`src/rtl/lc3_alu_cc.sv`:
```
// LC-3 execute-stage ALU with the processor status state (NZP, PRIV, PRIO) and
// the registered branch-enable flag consumed by the control FSM.
module lc3_alu_cc #(
    parameter int WIDTH = 16
) (
    input  logic             clk,
    input  logic             rst,
    input  logic [15:0]      IR,
    input  logic [WIDTH-1:0] SR1OUT,
    input  logic [WIDTH-1:0] SR2OUT,
    input  logic [1:0]       ALUK,
    input  logic [WIDTH-1:0] main_bus,
    input  logic             LD_CC,
    input  logic             LD_BEN,
    input  logic             LD_PSR,
    input  logic             LD_PRIV,
    input  logic             PRIV_VAL,
    output logic [WIDTH-1:0] ALU_OUT,
    output logic [15:0]      PSR_OUT,
    output logic             N,
    output logic             Z,
    output logic             P,
    output logic             BEN
);

    logic [WIDTH-1:0] opb;
    logic [2:0]       nzp_q, nzp_d;
    logic [2:0]       prio_q, prio_d;
    logic             priv_q, priv_d;
    logic             ben_q, ben_d;
    logic             unused_bits;

    assign unused_bits = ^{IR[15:12], IR[8:6], main_bus[14:11], main_bus[7:3]};

    function automatic logic [2:0] cc_from(input logic [WIDTH-1:0] v);
        if (v[WIDTH-1])
            return 3'b100;
        else if (v == '0)
            return 3'b010;
        else
            return 3'b001;
    endfunction

    always_comb begin
        opb = IR[5] ? {{(WIDTH-5){IR[4]}}, IR[4:0]} : SR2OUT;
        case (ALUK)
            2'b00:   ALU_OUT = SR1OUT + opb;
            2'b01:   ALU_OUT = SR1OUT & opb;
            2'b10:   ALU_OUT = ~SR1OUT;
            default: ALU_OUT = SR1OUT;
        endcase
    end

    always_comb begin
        nzp_d  = nzp_q;
        prio_d = prio_q;
        priv_d = priv_q;
        // BEN always samples the codes held before this edge
        ben_d  = LD_BEN ? |(IR[11:9] & nzp_q) : ben_q;
        if (LD_PSR) begin
            priv_d = main_bus[15];
            prio_d = main_bus[10:8];
            case (main_bus[2:0])
                3'b100, 3'b010, 3'b001: nzp_d = main_bus[2:0];
                default:                nzp_d = 3'b010;
            endcase
        end else begin
            if (LD_CC)
                nzp_d = cc_from(main_bus);
            if (LD_PRIV)
                priv_d = PRIV_VAL;
        end
    end

    always_ff @(posedge clk or posedge rst) begin
        if (rst) begin
            nzp_q  <= 3'b010;
            prio_q <= 3'b000;
            priv_q <= 1'b0;
            ben_q  <= 1'b0;
        end else begin
            nzp_q  <= nzp_d;
            prio_q <= prio_d;
            priv_q <= priv_d;
            ben_q  <= ben_d;
        end
    end

    assign N       = nzp_q[2];
    assign Z       = nzp_q[1];
    assign P       = nzp_q[0];
    assign BEN     = ben_q;
    assign PSR_OUT = {priv_q, 4'b0000, prio_q, 5'b00000, nzp_q};

endmodule

```
`config.mk`:
```
export PLATFORM = sky130hd
export DESIGN_NAME = lc3_alu_cc
export DESIGN_NICKNAME = d
export VERILOG_FILES = /design/src/rtl/lc3_alu_cc.sv
export SDC_FILE = /design/constraint.sdc
export NUM_CORES = 1
export LEC_CHECK = 0
export CORE_MARGIN = 3
export CORE_UTILIZATION = 39
export DETAILED_ROUTE_END_ITERATION = 16
export GPL_ROUTABILITY_DRIVEN = 0
export HOLD_SLACK_MARGIN = 0.06
export PLACE_DENSITY = 0.82
export SKIP_CTS_REPAIR_TIMING = 1
export SLEW_MARGIN = 0
export SYNTH_ARGS = -nofsm -noshare
export SYNTH_HDL_FRONTEND = slang
export SYNTH_SLANG_ARGS = --single-unit
```
`constraint.sdc`:
```
create_clock -name clk -period 4.65 [get_ports clk]
set_clock_uncertainty 0.05 [all_clocks]
set_input_delay 0.93 -clock clk [delete_from_list [all_inputs] [get_ports clk]]
set_output_delay 0.93 -clock clk [all_outputs]
set_load 0.005 [all_outputs]
```
-- Yosys cells after proc, flatten, opt, wreduce, memory -nomap -nowiden
Cells that the tools add are included.
W data, S select, Z words.
- bits of input ports: 73
- flip-flop bits (word level): 8
- word-level logic and storage cells: 28
- reduce and logical (&&, ||, !) cells: 6
- $add $sub $neg: 1
- multiplexer cells: 9
- equal/unequal tests: 5
- bitwise logic cells: 3
- operators by type and width (kind ; number):
    $pmux W16 S3 ; 1
    $add A16 B16 Y16 ; 1
    $and A16 B16 Y16 ; 1
    $logic_not A16 Y1 ; 1
    $mux W16 ; 1
    $not A16 Y16 ; 1
    $mux W3 ; 4
    $reduce_or A3 Y1 ; 2
    $reduce_bool A2 Y1 ; 2
    $and A3 B3 Y3 ; 1
    $eq A3 B1 Y1 const B ; 1
    $eq A3 B2 Y1 const B ; 1
    $eq A3 B3 Y1 const B ; 1
    $eq A2 B1 Y1 const B ; 1
    $eq A2 B2 Y1 const B ; 1
    $logic_not A2 Y1 ; 1
    $mux W1 ; 2
    $mux W2 ; 1

-- Longest topological paths before layout
Gate-level depths: netlist of the first run.
- depth in word-level cells: 5
- depth in mapped cells: 11

-- Worst setup path before layout of the first run
No wires, ideal clock.
- kind: in2out
- from: input port IR[5]
- to: output port ALU_OUT[8]
- data required time: 3670 ps
- stages on the path: 10
- data arrival time: 3074 ps
- buffers on the path: 1
- setup slack: 596 ps
- cells stage by stage: clkbuf_1 -> mux2_2 -> ha_1 -> fa_1 -> a21oi_1 -> o211ai_2 -> a31oi_1 -> xor2_1 -> o21ai_0 -> o21a_1
- cells in the longest elaborated chain, start to end: 3
- elaborated cells on any way between the ends: 4
- RTL lines (what ; line ; RTL):
    start, declared ; 8 ; input logic [15:0] IR,
    $mux W16 (*) ; 45 ; opb = IR[5] ? {{(WIDTH-5){IR[4]}}, IR[4:0]} : SR2OUT;
    $add A16 B16 Y16 or $and A16 B16 Y16 (tied branches) ; 47, 48 ;
    $pmux W16 S3 (*) ; 46 ; case (ALUK)
    end, declared ; 18 ; output logic [WIDTH-1:0] ALU_OUT,
Every way passes the cells marked *; elsewhere a longest branch is shown, timed or not.

-- Worst setup path in the final report of the first run
- from: input port SR2OUT[2]
- to: output port ALU_OUT[15]
- cells in the longest elaborated chain, start to end: 3
- RTL lines (what ; line ; RTL):
    start, declared ; 10 ; input logic [WIDTH-1:0] SR2OUT,
    $mux W16 ; 45 ;
    $add A16 B16 Y16 ; 47 ; 2'b00: ALU_OUT = SR1OUT + opb;
    $pmux W16 S3 ; 46 ;
Every way passes these cells.

==> impl_results.md, run 1 <==
* Worst setup startpoint: SR2OUT[2]
* Die area at 5760 µm²
* Number of top-level pins at 109
* Starting Density at 42.1%
* Pleak at 0.00139 µW
* Nets at 455
* Final hold vios at 0
* Crit Path Class: in -> out
* Vias in the first global route at 2,174
* Crit path time final at 4560 ps
* Setup-failing EPs final at 0
* Inst Count DP at 420
* Post-Syn Instances at 247
* MaxCap Viol Count at 0
* Total CTS buffers at 3
* FF-to-FF Start: nzp_q[0]
* Crit path capture type: output pin
* Post-DR wirelength/cell at 14.5 µm
* Port buffer count at 92
* Post-Layout Cell Count at 429
* Detailed-placement wirelength estimate at 5.06 mm
* Routed wire length at 6.23 mm
* Total grt overflow at 0
* Register area share after synthesis at 10.6%
* #FFs+latches synth at 8
* Antenna diodes at 0
* Die width at 75.9 µm
* Library cells used by synthesis at 55
* Worst R2R Setup Slack at 3580 ps
* Area of the mapped netlist at 1910 µm²
* Fmax at 219 MHz
* Final hold slack at 464 ps
* Site Rows at 24
* Mean Syn Cell Area at 7.72 µm²
* Core area at 4530 µm²
* WP data required at 3670 ps
* Maximum vdd drop at 0.000203 V
* Chip height at 75.9 µm
* GRT Util Overall at 20.1%
* Final ANT Viol Nets at 0
* Biggest area consumer among synthesized cells: ha_1
* Worst EP arrival at 3580 ps
* H-tree lvl count at 1
* Hold WC Path Type: reg -> reg
* Initial antenna violation count at 0
* Yosys warnings at 0
* Fin crit share at 98.0%
* Root buffer cell: clkbuf_8
* Slew Limit Fails at 0
* CP startpoint kind: primary input
* Top cells by area, synth: ha_1, dfrtp_1, xnor2_1, o21ai_0, a21oi_1
* DR vias at 2,192
* Clk sinks at 8
* Area Overhead vs Synth at 65.9%
* Cell Pwr Density at 179 nW/µm²
* Worst-path clk slew at 50 ps
* Largest net degree at the start of global routing at 19
* Vias per cell at 5.11
* Outcome: completed
* DRT iter0 DRCs at 111
* DRC Markers at 0
* TritonRoute pass-1 iters at 4
* Min-delay src: prio_q[1]
* Power, Total at 566 µW
* Primary FF master, synth: dfrtp_1
* Critical path peak fanout at 4
* TritonCTS clock tree: built
* Layout cells sized above 1 at 19.5%
* Synth top area share at 10.5%
* Fill cells at 370
* CTS Buffer Depth at 2
* FFs w/ async S/R, synth at 100%
* Clk_lat worst skew at 230 ps
* Post-synth EDFFs at 0
* First-pass GRT wire length at 10.0 mm
[worst paths after layout]
kind | cells past startpoint | endpoint
min in group asynchronous | 2 | nzp_q[0]
min reg2reg | 1 | prio_q[1]
min | 1 | prio_q[1]
max | 10 | ALU_OUT[15]
max reg2reg | 2 | BEN
max in group asynchronous | 2 | nzp_q[1]
[placed cells by master, fill, tap and decap left out, types with 4 or more instances in the layout]
cell	instances
clkdlybuf4s50_1	85
buf_4	36
o21ai_0	21
a21oi_1	19
inv_1	18
nand2_1	17
xnor2_1	16
ha_1	15
nor2_1	11
xor2_1	10
conb_1	9
mux2_2	8
dfrtp_1	7
mux2i_1	6
dlymetal6s2s_1	6
nor4_1	4
a211oi_1	4
nand2_2	4
o21ai_1	4
a22oi_1	4
o21a_1	4
[per-stage QoR]
stage	setup WS, ps	TNS [ps]	util [%]	instance area, µm²
after CTS	-308	-2400	67.2	3050
final	93.5	0	69.8	3160
after global routing	-21.2	-22.3	69.8	3160
after floorplan	596	0	-	1940
after detailed placement	-302	-2270	66.2	3000
after global placement	-243	-1950	66.2	3000
[registers in the layout, summed over array words and instances (netlist names)]
name,cells
nzp_q,3
prio_q,3
BEN,1
priv_q,1
[cells by family after synthesis]
| family | count (synthesis) | share of synthesized area, % |
|---|---|---|
| AO/OA/AOI/OAI | 85 | 30.6 |
| AND/OR/NAND/NOR | 53 | 14.2 |
| buffers and inverters | 43 | 13.1 |
| XOR/XNOR | 26 | 11.9 |
| adder cells (fa/ha/maj) | 17 | 11.5 |
| multiplexers | 14 | 7.87 |
| flip-flops | 8 | 10.6 |
| other | 1 | 0.197 |
[report_power, final]
group	total, µW	switching (µW)	internal, µW	leakage (µW)
clock	88.4	28.8	59.5	0.0000228
combinational	395	171	224	0.00127
sequential	82.9	5.41	77.5	0.0000949
[layer usage]
metal,GRT usage [%],part of all wire (%)
met5,0,0
met4,1.81,0.47
met3,2.37,4.2
met2,36.7,52
met1,26.3,44
[critical path, cell delays in order]
cell	delay [ps]
clkdlybuf4s50_1	430
mux2_2	280
ha_1	370
clkinv_1	150
nor3_4	190
o211ai_4	150
a2111oi_4	350
mux2i_1	230
nand2_1	60
clkdlybuf4s50_1	440
[cells in the mapped netlist (2+ instances only)]
| master | count |
|---|---|
| o21ai_0 | 22 |
| a21oi_1 | 20 |
| nand2_1 | 20 |
| inv_1 | 18 |
| ha_1 | 16 |
| xnor2_1 | 16 |
| buf_4 | 13 |
| nor2_1 | 11 |
| xor2_1 | 10 |
| mux2_2 | 8 |
| dfrtp_1 | 7 |
| clkbuf_1 | 6 |
| mux2i_1 | 6 |
| a211oi_1 | 5 |
| a22oi_1 | 4 |
| nor4_1 | 4 |
| o21a_1 | 4 |
| o21ai_1 | 4 |
| a21o_1 | 3 |
| a221oi_1 | 3 |
| a31oi_1 | 3 |
| clkbuf_8 | 3 |
| nor2b_1 | 3 |
| a222oi_1 | 2 |
| and3_1 | 2 |
| nand3_1 | 2 |
| nor3_1 | 2 |
| o21bai_1 | 2 |
| o32ai_1 | 2 |
[layout make-up]
cell class / instances / area (µm²) / area share (%)
multi-input combinational: 204 / 1550 / 49.1
tap: 65 / 81.3 / 2.57
inverter: 19 / 71.3 / 2.25
sequential: 8 / 201 / 6.37
timing repair buffer: 129 / 1210 / 38.3
clock buffer: 4 / 45.0 / 1.42
No activity file was read; power rests on OpenSTA's default activity.
==> run 2: changes to the inputs <==
CORE_ASPECT_RATIO = 2   (was not set)
==> run 2 against run 1 <==
  * Design area is 0.20% higher
  * Die area is 0.88% higher
  * Cell count is 1.6% lower
  * Global-route usage is 0.83 points higher
  * Wire length is 4.4% higher
  * Critical path depth is 2 higher
==> impl_results.md, run 2 (same netlist as run 1, synthesis figures left out) <==
* Post-Layout Cell Count at 422 (was 429)
* Inst Count DP at 413 (was 420)
* Clk_lat worst skew at 230 ps (about the same)
* Crit path time final at 4560 ps (about the same)
* Worst-path cell chain: clkdlybuf4s50_1 > mux2_2 > ha_2 > fa_2 > a21oi_2 > buf_4 > o211ai_2 > nand2_2 > buf_4 > nand3b_1 > a22oi_1 > clkdlybuf4s50_1 (was clkdlybuf4s50_1 > mux2_2 > ha_1 > clkinv_1 > nor3_4 > o211ai_4 > a2111oi_4 > mux2i_1 > nand2_1 > clkdlybuf4s50_1)
* Fin Setup TNS at 0 ps (unchanged)
* H-tree lvl count at 1 (unchanged)
* Clk sinks at 8 (unchanged)
* Post-layout util at 67.6% (was 69.8%)
* Pleak at 0.00142 µW (was 0.00139 µW)
* Final hold vios at 0 (unchanged)
* Sequential power share at 14.6% (about the same)
* Antenna diodes at 0 (unchanged)
* Critical-path top delay cell: clkdlybuf4s50_1 (unchanged)
* Area Overhead vs Synth at 66.2% (was 65.9%)
* CTS Buffer Depth at 2 (unchanged)
* Largest registers: nzp_q (3), prio_q (3) (unchanged)
* Critical path peak fanout at 3 (was 4)
* Final ANT Viol Nets at 0 (unchanged)
* WP data required at 3670 ps (about the same)
* TritonCTS clock tree: built (unchanged)
* P_sw at 207 µW (was 205 µW)
* Maximum vdd drop at 0.000144 V (was 0.000203 V)
* TritonRoute pass-1 iters at 4 (unchanged)
* Vias per cell at 5.49 (was 5.11)
* Max stage delay on crit path at 540 ps (was 440 ps)
* Pre-CTS setup slack at -445 ps (was -302 ps)
* Setup-failing EPs final at 0 (unchanged)
* Vias in the first global route at 2,349 (was 2,174)
* DRT iter0 DRCs at 123 (was 111)
* Layout cells sized above 1 at 20.2% (was 19.5%)
* Die width at 55.4 µm (was 75.9 µm)
* Detailed-placement wirelength estimate at 5.24 mm (was 5.06 mm)
* Slew Limit Fails at 0 (unchanged)
* Worst Setup Slack, final at 93.5 ps (about the same)
* Fmax at 219 MHz (unchanged)
* CP startpoint kind: primary input (unchanged)
* Core area at 4690 µm² (was 4530 µm²)
* Slew margin rel. at 65.8%
* Outcome: completed (unchanged)
* P_int at 363 µW (was 362 µW)
* Final hold slack at 461 ps (was 464 ps)
* Post-DR wirelength/cell at 15.4 µm (was 14.5 µm)
* Routed wire length at 6.51 mm (was 6.23 mm)
* DR vias at 2,315 (was 2,192)
* Hold WC Path Type: reg -> reg (unchanged)
* Largest net degree at the start of global routing at 25 (was 19)
* Switching share of power at 36.3% (was 36.2%)
* Crit Path Class: in -> out (unchanged)
* Crit path capture type: output pin (unchanged)
* Comb power frac at 69.8% (about the same)
* MaxCap Viol Count at 0 (unchanged)
* Total grt overflow at 0 (unchanged)
* Commonest non-fill, non-tap cell in the layout: clkdlybuf4s50_1 (unchanged)
* Site Rows at 35 (was 24)
* Initial antenna violation count at 0 (unchanged)
* DRC Markers at 0 (unchanged)
* Clock power frac at 15.6% (about the same)
* First-pass GRT wire length at 10.1 mm (was 10.0 mm)
* RSZ-0062 raised after global routing: yes
* Commonest cells after routing, fill and taps aside: clkdlybuf4s50_1, buf_4, o21ai_0 (unchanged)
* Nets at 458 (was 455)
* Starting Density at 40.7% (was 42.1%)
* Number of top-level pins at 109 (unchanged)
* Fin crit share at 98.0% (about the same)
* GRT Util Overall at 20.9% (was 20.1%)
* Worst EP arrival at 3580 ps (about the same)
* Die area at 5820 µm² (was 5760 µm²)
* Port buffer count at 92 (unchanged)
* Worst-margin pin slew at 513 ps
* Chip height at 105 µm (was 75.9 µm)
* Cell Pwr Density at 180 nW/µm² (was 179 nW/µm²)
* Total CTS buffers at 3 (unchanged)
* Root buffer cell: clkbuf_8 (unchanged)
* Worst-path clk slew at 40 ps (was 50 ps)
[run 2: final timing paths]
check	start	end	slack, ps	cells past startpoint
max reg2reg	nzp_q[0]	BEN	3590	2
min reg2reg	prio_q[0]	prio_q[0]	460	1
min in group asynchronous	rst	nzp_q[2]	900	2
max in group asynchronous	rst	nzp_q[1]	3360	2
min	prio_q[0]	prio_q[0]	460	1
max	SR2OUT[0]	ALU_OUT[6]	90	12
[run 2: per-stage QoR]
stage | power [µW] | cell area [µm²]
floorplan | 280 | 1940
global placement | 455 | 3010
detailed placement | 464 | 3010
CTS | 556 | 3060
global route | 610 | 3170
finish | 571 | 3170
[run 2: layer usage]
metal,up-vias,GRT usage (%),routed length [µm]
li1,1108,-,-
met1,1083,19.5,2100
met2,110,42.9,3850
met3,14,2.84,403
met4,0,8.52,155
met5,-,0,0
[run 2: critical path, delay by kind of cell]
kind / cells / cell delay (ps)
buffers and inverters: 4 / 1180
adder cells (fa/ha/maj): 2 / 540
AO/OA/AOI/OAI: 3 / 460
multiplexers: 1 / 270
AND/OR/NAND/NOR: 2 / 190
[run 2: area by class of cell]
cell class	count	area [µm²]
Timing Repair Buffer	132	1250
Inverter	19	71.3
Multi-Input combinational cell	204	1540
Clock buffer	4	45.0
Tap cell	55	68.8
Sequential cell	8	201
Fill cell	370	1520
[run 2: power by group through the flow]
stage                     clock network, µW  registers (µW)  logic [µW]
final                                  89.1            83.1         398
after global routing                   94.6            83.9         431
after CTS                              90.7            83.1         382
after detailed placement                  0            83.5         381
after global placement                    0            83.4         371
after floorplan                           0            83.0         197
==> run 3: changes to the inputs <==
clock period = 5.9 ns   (was 4.65 ns; I/O delays follow)
==> run 3 against run 2 <==
  * Critical path depth is 1 lower
  * Via count down 8.1%
  * Register-to-register slack improved by 1200 ps
  * Setup slack improved by 180 ps
  * Clock power is 22% lower
==> impl_results.md, run 3 (same netlist as run 1, synthesis figures left out) <==
* Worst setup startpoint: IR[5] (was SR2OUT[0])
* TritonCTS clock tree: built (unchanged)
* Die width at 55.4 µm (unchanged)
* GRT Util Overall at 19.8% (was 20.9%)
* Power, Total at 403 µW (was 571 µW)
* Max stage delay on crit path at 560 ps (was 540 ps)
* Fin crit share at 95.4%
* Setup-failing EPs final at 0 (unchanged)
* Hold WC Path Type: reg -> reg (unchanged)
* First-pass GRT wire length at 9.74 mm (was 10.1 mm)
* Worst-path cell chain: clkdlybuf4s50_1 > buf_4 > mux2_2 > ha_1 > nand2_2 > o211ai_2 > nand2_1 > o31a_1 > o21a_1 > o311ai_1 > clkdlybuf4s50_1 (was clkdlybuf4s50_1 > mux2_2 > ha_2 > fa_2 > a21oi_2 > buf_4 > o211ai_2 > nand2_2 > buf_4 > nand3b_1 > a22oi_1 > clkdlybuf4s50_1)
* Total grt overflow at 0 (unchanged)
* Starting Density at 40.7% (unchanged)
* Number of top-level pins at 109 (unchanged)
* H-tree lvl count at 1 (unchanged)
* Crit Path Class: in -> out (unchanged)
* Vias per cell at 5.51 (was 5.49)
* Worst EP arrival at 4400 ps (was 3580 ps)
* Cell Pwr Density at 143 nW/µm² (was 180 nW/µm²)
* Initial antenna violation count at 0 (unchanged)
* Area Overhead vs Synth at 48.1% (was 66.2%)
* Fmax at 178 MHz
* Multi-input gate area at 1490 µm² (was 1540 µm²)
* Commonest non-fill, non-tap cell in the layout: clkdlybuf4s50_1 (unchanged)
* DRT iter0 DRCs at 87 (was 123)
* Reg2reg end: BEN (unchanged)
* Crit path capture type: output pin (unchanged)
* Final hold slack at 455 ps (was 461 ps)
* Detailed-placement wirelength estimate at 4.82 mm (was 5.24 mm)
* Root buffer cell: clkbuf_8 (unchanged)
* RSZ-0062 raised after global routing: yes (unchanged)
* Antenna diodes at 0 (unchanged)
* Nets at 422 (was 458)
* Site Rows at 35 (unchanged)
* Largest net degree at the start of global routing at 28 (was 25)
* Core area at 4690 µm² (unchanged)
* Vias in the first global route at 2,187 (was 2,349)
* WP data required at 4670 ps (was 3670 ps)
* Pleak at 0.00116 µW (was 0.00142 µW)
* Clk sinks at 8 (unchanged)
* Layout cells sized above 1 at 7.55% (was 20.2%)
* Worst R2R Setup Slack at 4810 ps (was 3590 ps)
* MaxCap Viol Count at 0 (unchanged)
* Fill cells at 418 (was 370)
* Routed wire length at 5.67 mm (was 6.51 mm)
* Total CTS buffers at 3 (unchanged)
* FF-to-FF Start: nzp_q[0] (unchanged)
* Port buffer count at 92 (unchanged)
* Post-DR wirelength/cell at 14.7 µm (was 15.4 µm)
* CTS Buffer Depth at 2 (unchanged)
* Final hold vios at 0 (unchanged)
* Die area at 5820 µm² (unchanged)
* FF/Latch Area at 201 µm² (unchanged)
* DRC Markers at 0 (unchanged)
* Clk_lat worst skew at 230 ps (about the same)
* R2R cell count at 2 (unchanged)
* Maximum vdd drop at 0.000146 V (was 0.000144 V)
* Final ANT Viol Nets at 0 (unchanged)
* Largest registers: nzp_q (3), prio_q (3) (unchanged)
* Commonest cells after routing, fill and taps aside: clkdlybuf4s50_1, o21ai_0, nand2_1, a21oi_1, inv_1 (was clkdlybuf4s50_1, buf_4, o21ai_0)
* CP most frequent cell: clkdlybuf4s50_1
* End point of the critical path: ALU_OUT[14] (was ALU_OUT[6])
* Critical path peak fanout at 13 (was 3)
* Worst-path clk slew at 40 ps (about the same)
* Slew Limit Fails at 0 (unchanged)
* TritonRoute pass-1 iters at 4 (unchanged)
* Outcome: completed (unchanged)
* DR vias at 2,127 (was 2,315)
* Chip height at 105 µm (unchanged)
* Critical-path top delay cell: clkdlybuf4s50_1 (unchanged)
* CP startpoint kind: primary input (unchanged)
* Crit path time final at 5630 ps
run 3: cell count changes in the layout (fill, tap and decap cells not counted), sizes merged:
cell and change:
buf -36, clkdlybuf4s50 +8, dlymetal6s2s -8
run 3: power by group:
| part | leakage (µW) | switching (µW) | internal [µW] |
|---|---|---|---|
| sequential | 0.0000949 | 4.13 | 61.1 |
| combinational | 0.00104 | 119 | 149 |
| clock | 0.0000228 | 22.6 | 46.9 |
| total | 0.00116 | 146 | 257 |
run 3: cell type report:
| type | count | area share (%) |
|---|---|---|
| Timing Repair Buffer | 96 | 33.7 |
| Multi-Input combinational cell | 204 | 52.6 |
| Clock buffer | 4 | 1.60 |
| Inverter | 19 | 2.53 |
| Sequential cell | 8 | 7.13 |
| Tap cell | 55 | 2.44 |
run 3: stage by stage:
stage / util (%) / cell area [µm²] / std cells / worst slack (ps) / setup TNS (ps)
finish: 60.3 / 2820 / 386 / 272 / 0
global route: 60.3 / 2820 / 386 / -3.34 / -3.34
CTS: 60.3 / 2820 / 386 / 260 / 0
detailed placement: 59.3 / 2780 / 382 / 260 / 0
global placement: 59.3 / 2780 / 382 / 295 / 0
floorplan: - / 1940 / 255 / 1350 / 0
run 3: routing by layer:
| layer | vias to the layer above | GRT usage (%) | wire length (µm) |
|---|---|---|---|
| met5 | - | 0 | 0 |
| met4 | 0 | 6.09 | 117 |
| met3 | 11 | 2.22 | 352 |
| met2 | 95 | 40.7 | 3300 |
| met1 | 977 | 19.6 | 1910 |
| li1 | 1044 | - | - |
run 3: how the worst min path moves through the flow:
stage / startpoint / end / cells after the start
6_report: prio_q[0] / prio_q[0] / 1
5_1_grt: prio_q[1] / prio_q[1] / 1
3_3_place_gp: prio_q[1] / prio_q[1] / 1
4_1_cts: prio_q[2] / prio_q[2] / 1
3_5_place_dp: prio_q[0] / prio_q[0] / 1
2_1_floorplan: prio_q[0] / prio_q[0] / 1
run 3: worst max-delay path: cells and delay by family:
kind                     cells  cell delay, ps
buffers and inverters        3            1350
AO/OA/AOI/OAI                4             890
multiplexers                 1             370
adder cells (fa/ha/maj)      1             360
AND/OR/NAND/NOR              2             250
